### src/rtl/oclib_pkg.sv
// Shared oclib types: AXI4 master channel structs (64/32-bit data), the arbiter
// FSM state encoding and the fixed single-beat attributes the arbiter drives.
package oclib_pkg;

    localparam int AxiIdWidth   = 4;
    localparam int AxiAddrWidth = 32;

    localparam logic [2:0]  AxiSizeWord   = 3'd2;
    localparam logic [1:0]  AxiBurstIncr  = 2'd1;
    localparam logic [3:0]  AxiCacheAttr  = 4'd3;
    localparam logic [2:0]  AxiProtAttr   = 3'd2;
    localparam logic [31:0] TimeoutPoison = 32'hDEAD_DEAD;

    typedef enum logic [2:0] {
        IDLE, WADDR, WRESP, RADDR, RRESP, DRAIN
    } arb_state_e;

    typedef struct packed {
        logic [AxiIdWidth-1:0]   id;
        logic [AxiAddrWidth-1:0] addr;
        logic [7:0]              len;
        logic [2:0]              size;
        logic [1:0]              burst;
        logic                    lock;
        logic [3:0]              cache;
        logic [2:0]              prot;
        logic [3:0]              qos;
        logic [3:0]              region;
    } axi4_ax_s;

    typedef struct packed {
        logic [AxiIdWidth-1:0] id;
        logic [1:0]            resp;
    } axi4_b_s;

    typedef struct packed {
        logic [63:0] data;
        logic [7:0]  strb;
        logic        last;
    } axi4_w64_s;

    typedef struct packed {
        logic [AxiIdWidth-1:0] id;
        logic [63:0]           data;
        logic [1:0]            resp;
        logic                  last;
    } axi4_r64_s;

    typedef struct packed {
        logic [31:0] data;
        logic [3:0]  strb;
        logic        last;
    } axi4_w32_s;

    typedef struct packed {
        logic [AxiIdWidth-1:0] id;
        logic [31:0]           data;
        logic [1:0]            resp;
        logic                  last;
    } axi4_r32_s;

    typedef struct packed {
        logic      awvalid;
        axi4_ax_s  aw;
        logic      wvalid;
        axi4_w64_s w;
        logic      bready;
        logic      arvalid;
        axi4_ax_s  ar;
        logic      rready;
    } axi4m_64_s;

    typedef struct packed {
        logic      awready;
        logic      wready;
        logic      bvalid;
        axi4_b_s   b;
        logic      arready;
        logic      rvalid;
        axi4_r64_s r;
    } axi4m_64_fb_s;

    typedef struct packed {
        logic      awvalid;
        axi4_ax_s  aw;
        logic      wvalid;
        axi4_w32_s w;
        logic      bready;
        logic      arvalid;
        axi4_ax_s  ar;
        logic      rready;
    } axi4m_32_s;

    typedef struct packed {
        logic      awready;
        logic      wready;
        logic      bvalid;
        axi4_b_s   b;
        logic      arready;
        logic      rvalid;
        axi4_r32_s r;
    } axi4m_32_fb_s;

endpackage

### src/rtl/oclib_arbiter_rr.sv
// Round-robin one-hot picker: first set request at or after ptr_i, wrapping.
module oclib_arbiter_rr #(
    parameter int NumReq = 4,
    localparam int PtrW  = (NumReq > 1) ? $clog2(NumReq) : 1
) (
    input  logic [NumReq-1:0] req_i,
    input  logic [PtrW-1:0]   ptr_i,
    output logic [NumReq-1:0] grant_o
);

    always_comb begin
        int         j;
        logic       found;
        logic [PtrW-1:0] sel;
        grant_o = '0;
        found   = 1'b0;
        j       = 0;
        sel     = '0;
        for (int i = 0; i < NumReq; i++) begin
            j = int'(ptr_i) + i;
            if (j >= NumReq) j = j - NumReq;
            sel = PtrW'(j);
            if (!found && req_i[sel]) begin
                grant_o[sel] = 1'b1;
                found        = 1'b1;
            end
        end
    end

endmodule

### src/rtl/oclib_axim_arbiter.sv
// Round-robin share of one AXI4 master among NumReq single-beat CSR requesters.
// Define OCLIB_AXIM_ARBITER_TIMEOUT_EN to add the response watchdog and DRAIN state.
module oclib_axim_arbiter
    import oclib_pkg::*;
#(
    parameter int  NumReq        = 4,
    parameter int  AddressWidth  = 32,
    parameter type AxiType       = oclib_pkg::axi4m_64_s,
    parameter type AxiFbType     = oclib_pkg::axi4m_64_fb_s,
    parameter int  TimeoutCycles = 1024
) (
    input  logic                                    clock,
    input  logic                                    reset,
    input  logic [NumReq-1:0]                       reqValid,
    output logic [NumReq-1:0]                       reqReady,
    input  logic [NumReq-1:0]                       reqWrite,
    input  logic [NumReq-1:0][AddressWidth-1:0]     reqAddress,
    input  logic [NumReq-1:0][31:0]                 reqData,
    output logic [NumReq-1:0]                       respValid,
    output logic [31:0]                             respData,
    output logic                                    respError,
    output AxiType                                  axi,
    input  AxiFbType                                axiFb
);

    localparam int IdxW = (NumReq > 1) ? $clog2(NumReq) : 1;
    // Data width follows the chosen AXI flavour; the 64-bit struct is the only wide one.
    localparam int DataWidth = ($bits(AxiType) == $bits(axi4m_64_s)) ? 64 : 32;
    localparam int StrbW     = DataWidth / 8;

    arb_state_e              state_q, state_d;
    logic [IdxW-1:0]         ptr_q, ptr_d, idx_q, idx_d, winIdx;
    logic [NumReq-1:0]       grant, idxOneHot;
    logic                    write_q, write_d, lane_q, lane_d;
    logic [AddressWidth-1:0] addr_q, addr_d;
    logic [31:0]             data_q, data_d;
    logic                    awDone_q, awDone_d, wDone_q, wDone_d;
    logic [NumReq-1:0]       respValid_q, respValid_d;
    logic [31:0]             respData_q, respData_d;
    logic                    respError_q, respError_d;
    logic                    awValid, wValid;
    logic [DataWidth-1:0]    wData, rShift;
    logic [StrbW-1:0]        wStrb;
    logic [31:0]             rdLane;

    oclib_arbiter_rr #(.NumReq(NumReq)) u_rr (
        .req_i   (reqValid),
        .ptr_i   (ptr_q),
        .grant_o (grant)
    );

    always_comb begin
        winIdx = '0;
        for (int i = 0; i < NumReq; i++)
            if (grant[i]) winIdx = IdxW'(i);
    end

    assign idxOneHot = NumReq'(1) << idx_q;
    assign awValid   = (state_q == WADDR) && !awDone_q;
    assign wValid    = (state_q == WADDR) && !wDone_q;
    assign wData     = DataWidth'(data_q) << {lane_q, 5'd0};
    assign wStrb     = StrbW'(4'hF) << {lane_q, 2'd0};
    assign rShift    = axiFb.r.data >> {lane_q, 5'd0};
    assign rdLane    = rShift[31:0];

    // Grant is only offered while idle and out of reset.
    assign reqReady  = (state_q == IDLE && reset) ? grant : '0;
    assign respValid = respValid_q;
    assign respData  = respData_q;
    assign respError = respError_q;

`ifdef OCLIB_AXIM_ARBITER_TIMEOUT_EN
    localparam int CntW = $clog2(TimeoutCycles + 1);
    logic [CntW-1:0] cnt_q, cnt_d;
    logic            timeout;
    assign cnt_d   = (state_q == WRESP || state_q == RRESP) ? cnt_q + 1'b1 : '0;
    assign timeout = (cnt_q == CntW'(TimeoutCycles - 1));
    always_ff @(posedge clock or negedge reset) begin
        if (!reset) cnt_q <= '0;
        else        cnt_q <= cnt_d;
    end
`endif

    always_comb begin
        state_d     = state_q;
        ptr_d       = ptr_q;
        idx_d       = idx_q;
        write_d     = write_q;
        addr_d      = addr_q;
        data_d      = data_q;
        lane_d      = lane_q;
        awDone_d    = awDone_q;
        wDone_d     = wDone_q;
        respValid_d = '0;
        respData_d  = respData_q;
        respError_d = respError_q;
        case (state_q)
            IDLE: if (|reqValid) begin
                idx_d    = winIdx;
                write_d  = reqWrite[winIdx];
                addr_d   = reqAddress[winIdx];
                data_d   = reqData[winIdx];
                lane_d   = (DataWidth == 64) ? reqAddress[winIdx][2] : 1'b0;
                ptr_d    = (int'(winIdx) == NumReq - 1) ? '0 : winIdx + 1'b1;
                awDone_d = 1'b0;
                wDone_d  = 1'b0;
                state_d  = reqWrite[winIdx] ? WADDR : RADDR;
            end
            WADDR: begin
                awDone_d = awDone_q | (awValid & axiFb.awready);
                wDone_d  = wDone_q  | (wValid  & axiFb.wready);
                if (awDone_d && wDone_d) state_d = WRESP;
            end
            WRESP: begin
                if (axiFb.bvalid) begin
                    respValid_d = idxOneHot;
                    respError_d = (axiFb.b.resp != 2'b00) || (axiFb.b.id != AxiIdWidth'(idx_q));
                    state_d     = IDLE;
                end
`ifdef OCLIB_AXIM_ARBITER_TIMEOUT_EN
                else if (timeout) begin
                    respValid_d = idxOneHot;
                    respError_d = 1'b1;
                    respData_d  = TimeoutPoison;
                    state_d     = DRAIN;
                end
`endif
            end
            RADDR: if (axiFb.arready) state_d = RRESP;
            RRESP: begin
                if (axiFb.rvalid) begin
                    respValid_d = idxOneHot;
                    respData_d  = rdLane;
                    respError_d = (axiFb.r.resp != 2'b00) || (axiFb.r.id != AxiIdWidth'(idx_q))
                                  || !axiFb.r.last;
                    state_d     = IDLE;
                end
`ifdef OCLIB_AXIM_ARBITER_TIMEOUT_EN
                else if (timeout) begin
                    respValid_d = idxOneHot;
                    respError_d = 1'b1;
                    respData_d  = TimeoutPoison;
                    state_d     = DRAIN;
                end
`endif
            end
`ifdef OCLIB_AXIM_ARBITER_TIMEOUT_EN
            // The late beat is swallowed; its requester was already answered.
            DRAIN: if (write_q ? axiFb.bvalid : axiFb.rvalid) state_d = IDLE;
`endif
            default: state_d = IDLE;
        endcase
    end

    always_comb begin
        axi = '0;
        if (state_q != IDLE) begin
            if (write_q) begin
                axi.aw.id    = AxiIdWidth'(idx_q);
                axi.aw.addr  = AxiAddrWidth'(addr_q);
                axi.aw.size  = AxiSizeWord;
                axi.aw.burst = AxiBurstIncr;
                axi.aw.cache = AxiCacheAttr;
                axi.aw.prot  = AxiProtAttr;
                axi.w.data   = wData;
                axi.w.strb   = wStrb;
                axi.w.last   = 1'b1;
            end else begin
                axi.ar.id    = AxiIdWidth'(idx_q);
                axi.ar.addr  = AxiAddrWidth'(addr_q);
                axi.ar.size  = AxiSizeWord;
                axi.ar.burst = AxiBurstIncr;
                axi.ar.cache = AxiCacheAttr;
                axi.ar.prot  = AxiProtAttr;
            end
        end
        axi.awvalid = awValid;
        axi.wvalid  = wValid;
        axi.arvalid = (state_q == RADDR);
        axi.bready  = (state_q == WRESP) || (state_q == DRAIN && write_q);
        axi.rready  = (state_q == RRESP) || (state_q == DRAIN && !write_q);
    end

    always_ff @(posedge clock or negedge reset) begin
        if (!reset) begin
            state_q     <= IDLE;
            ptr_q       <= '0;
            idx_q       <= '0;
            write_q     <= 1'b0;
            addr_q      <= '0;
            data_q      <= '0;
            lane_q      <= 1'b0;
            awDone_q    <= 1'b0;
            wDone_q     <= 1'b0;
            respValid_q <= '0;
            respData_q  <= '0;
            respError_q <= 1'b0;
        end else begin
            state_q     <= state_d;
            ptr_q       <= ptr_d;
            idx_q       <= idx_d;
            write_q     <= write_d;
            addr_q      <= addr_d;
            data_q      <= data_d;
            lane_q      <= lane_d;
            awDone_q    <= awDone_d;
            wDone_q     <= wDone_d;
            respValid_q <= respValid_d;
            respData_q  <= respData_d;
            respError_q <= respError_d;
        end
    end

endmodule

### config.mk
export PLATFORM = sky130hd
export DESIGN_NAME = oclib_axim_arbiter
export DESIGN_NICKNAME = d
export VERILOG_FILES = /design/src/rtl/oclib_pkg.sv /design/src/rtl/oclib_arbiter_rr.sv /design/src/rtl/oclib_axim_arbiter.sv
export SDC_FILE = /design/constraint.sdc
export NUM_CORES = 1
export LEC_CHECK = 0
export ABC_AREA = 1
export BUFFER_PORTS_ARGS = -buffer_cell sky130_fd_sc_hd__buf_2
export CORE_AREA = 2 2 230 232
export CTS_CLUSTER_DIAMETER = 60
export CTS_CLUSTER_SIZE = 30
export DETAILED_ROUTE_END_ITERATION = 10
export DIE_AREA = 0 0 232 234
export GPL_TIMING_DRIVEN = 0
export HOLD_SLACK_MARGIN = 0.08
export PLACE_DENSITY = 0.35
export SLEW_MARGIN = 20
export SYNTH_ARGS = -nofsm -noshare
export SYNTH_HDL_FRONTEND = slang
export SYNTH_SLANG_ARGS = --single-unit
### constraint.sdc
create_clock -name clock -period 3.2 [get_ports clock]
set_clock_uncertainty 0.05 [all_clocks]
set_input_delay 0.32 -clock clock [delete_from_list [all_inputs] [get_ports clock]]
set_output_delay 0.32 -clock clock [all_outputs]
set_load 0.005 [all_outputs]
==> results by stage <==
Synthesis:
- The number of library cell types mapped by synthesis is 36.
- The proportion of synthesized chip area in sequential cells is 32.56%.
- Counting flops with an async set or reset pin after synthesis yields a share of 100.0%.
- The average instance in the mapped netlist occupies 6.137 sq um.
- The post-synth design cell area is about 8500 sq um.
- The number of flip-flops and latches in the synthesized netlist is ~110.
- The total number of yosys warnings is 0.
- The cell count after synthesis came out at 1390.
- Among all flip-flop cells after synthesis, the most frequent one is dfrtp_1.
- The number of enable-type register cells in the synthesized netlist is 0.

Final layout:
- In the final design database the tool counted 2363 nets.
- The signed area change from the synthesized netlist to the final layout is 50.32%.
- The library cell used most frequently in the layout, excluding fill and tap cells, is buf_2.
- Counting the fill cells in the layout gives slightly above 6000.
- The multi-input combinational cells in the finished layout cover a total of around 4700 sq um.
- In the layout the commonest cells are 569 x buf_2, 439 x nor2_1, 346 x nand2_1.
- The post-layout instance count excluding filler cells is between 2000 and 3000.
- The share of final-layout standard cells stronger than drive strength 1 is a little over a third.
- Cells fill 24.65% of the core in the end.
- The register area is 2781 sq um.

Worst setup path:
- The type of the setup path with the least slack is flop to output port.
- STA classifies the critical path endpoint as an output port.
- At the worst endpoint, the required time is between 2000 and 3000 ps.
- The peak fanout along the critical path is 10.
- The setup check on the worst reg-to-reg path leaves a slack of 280 ps.
- STA classifies the critical path startpoint as a flop.
- At the worst endpoint, the arrival time is 2670 ps.

GRT:
- The via count of the first global-routing pass is roughly 11000.
- The first global-routing pass estimated 72220 microns of wire.
- Entering global routing, the biggest net connects 71 pins.
- The number of antenna violations at the first check in global routing is 13.
- The overall overflow remaining after global route is 0.
- In the global route stage, overall resource usage came out at between 10% and 20%.

Clock network:
- The CTS tree is done.
- In this run the deepest clock path goes through 2 buffers.
- The root buffer cell chosen for the clock tree is clkbuf_16.
- The H-tree generated during clock tree synthesis spans 3 levels.
- After clock tree synthesis, the clock-pin slew on the worst setup and hold paths is 90 ps.
- The number of clock buffers inserted by TritonCTS is 9.
- Clock latency on the worst-skew pair, taken at its later pin, is 400 ps.
- The number of sinks handled by clock tree synthesis is 111.

Drt:
- The total detailed-routing wirelength is 51740 microns.
- The count of routing violations after the opening detailed-route iteration is 487.
- The number of iterations in the first detailed-routing pass is 4.
- The total number of vias is 10990.
- The wire length per cell is between 15 and 20 microns.
- The mean number of vias per cell is 4.064.
- In the routed design, unresolved DRC markers number 0.
- The final antenna-violating net count is 0.

Die:
- The count of standard-cell rows is 84.
- The die is 232 microns wide.
- The area of the die is 54290 sq um.
- The effective utilization at floorplan is 16.40%.
- The floorplan step defined a core boundary enclosing approximately 52000 sq um.
- 597 I/O pins were placed.
- The overall die height is ~230 microns.

Placement:
- The global placement routability congestion is about 0.9.
- The number of placed cells counting well taps is 2674.
- Input and output buffers added on the ports amount to between 500 and 600.
- The wire-length estimate of the detail-placed layout is approximately 42000 microns.

Timing:
- The clock period minus worst slack is between 3000 and 4000 ps.
- Setup repair after global routing could not meet its margin everywhere.
- The slew at the pin closest to its max-slew limit is approximately 800 ps.
- The count of final setup violators is 0.
- The number of hold violations in the final report is 0.
- Measured against its own limit, the worst slew margin works out to 46.37%.
- Timing would allow up to 328.6 MHz.
- In the finished design, the share of the clock period the worst path needs comes to 95.11%.
- The final number of max-transition violations is 0.

Hold path:
- The tightest min-delay check is of the input port to flop type.

Status:
- The flow ran to the end, and the final reports show no timing, DRC or antenna violations.

Job:
- Across the run, the number of max-cap violations was 0.

Pwr:
- In this run the static leakage power is 7.459 nW.
- The ratio of total power to cell area is 1229 nW/um^2.
- VDD sags by at most 0.0004743 V.
==> worst paths after layout <==
| path | to | cells past startpoint | from |
|---|---|---|---|
| max in group asynchronous | data_q[8]$_DFFE_PN0P_ | 3 | reset |
| max reg2reg | addr_q[21]$_DFFE_PN0P_ | 16 | ptr_q[1]$_DFFE_PN0P_ |
| max | reqReady[1] | 14 | ptr_q[0]$_DFFE_PN0P_ |
| min in group asynchronous | respValid[2]$_DFF_PN0_ | 2 | reset |
| min | respData[9]$_DFFE_PN0P_ | 3 | axiFb[12] |
| min reg2reg | respData[26]$_DFFE_PN0P_ | 2 | respData[26]$_DFFE_PN0P_ |
==> layout make-up <==
cell class              instances  share of cell area, %
well taps                     688                  6.713
multi-input cells            1083                  36.57
flip-flops and latches        111                  21.69
inverters                      98                  2.995
repair buffers                556                  22.29
plain buffers                 149                  7.415
clock inverters                 7                 0.5171
diodes                          3                0.05854
clock buffers                   9                  1.756
==> critical path: stages, from the launching register on <==
cell and delay [ps]:
dfrtp_2 420, inv_2 140, ha_1 290, inv_1 110
nand3_1 90, nand2_1 80, nand2_2 90, nor2_4 160
nand2_1 110, nand3b_4 160, buf_6 180, buf_8 170
inv_1 50, nor2_1 70, buf_2 130
==> state kept, by name, summed over array words and instances, names as in the netlist, 2 cells and up <==
register   flops
addr_q        32
data_q        32
respData      32
respValid      4
state_q        3
idx_q          2
ptr_q          2
==> through the flow <==
step / power [W] / setup TNS (ps) / hold slack [ps] / instance area [sq um] / setup slack [ps]
2_1_floorplan: 0.009355 / 0 / -25.59 / 8722 / 825.1
5_1_grt: 0.01757 / -91.56 / 130.6 / 12820 / -91.56
6_report: 0.01576 / 0 / 149.0 / 12820 / 156.5
3_5_place_dp: 0.01451 / -40780 / 196.9 / 12350 / -737.0
3_3_place_gp: 0.01453 / -58070 / 412.1 / 12310 / -699.6
4_1_cts: 0.01594 / 0 / 107.1 / 12710 / 4.887
==> where the power goes <==
group          switching (W)  total [W]  internal [W]
registers           0.000397    0.00251       0.00212
clock network       0.000700    0.00125      0.000550
logic                0.00804     0.0120       0.00395
==> cells in the mapped netlist, types with 16 or more instances <==
library cell  instances  area, sq um
o21ai_0              85        425.4
o21ai_1              34        170.2
inv_1                87        326.6
buf_4                72        540.5
buf_2                25        125.1
o21bai_1             16        120.1
o31ai_1              33        247.7
nor2_1              444         1667
a21oi_1              19        95.09
dfrtp_1             111         2778
clkbuf_1             37        138.9
nand2_1             348         1306
==> layer usage <==
| layer | global-route usage [%] | part of all wire (%) | vias up |
|---|---|---|---|
| met5 | 0 | 0.15 | - |
| met4 | 7.432 | 2.8 | 12 |
| met3 | 4.450 | 7.3 | 59 |
| met2 | 32.02 | 48 | 453 |
| met1 | 21.97 | 41 | 5046 |
| li1 | - | - | 5420 |
==> logic make-up after synthesis <==
logic type,after synthesis,synth area share [%]
simple gates,826,37.74
buf+inv,247,15.09
compound gates,196,13.33
flops,111,32.56
fa+ha+maj,7,1.027
xor+xnor,2,0.2054
other cells,1,0.04396
==> timing repair <==
item | in CTS | in global routing
hold endpoints to repair | 41 | 0
setup endpoints to repair | 201 | 127
setup buffers | 1 | 9
pin swaps | 1 | 3
gates resized for setup | 25 | 20
hold buffers | 1 | 0
No activity file was read; power rests on OpenSTA's default activity.
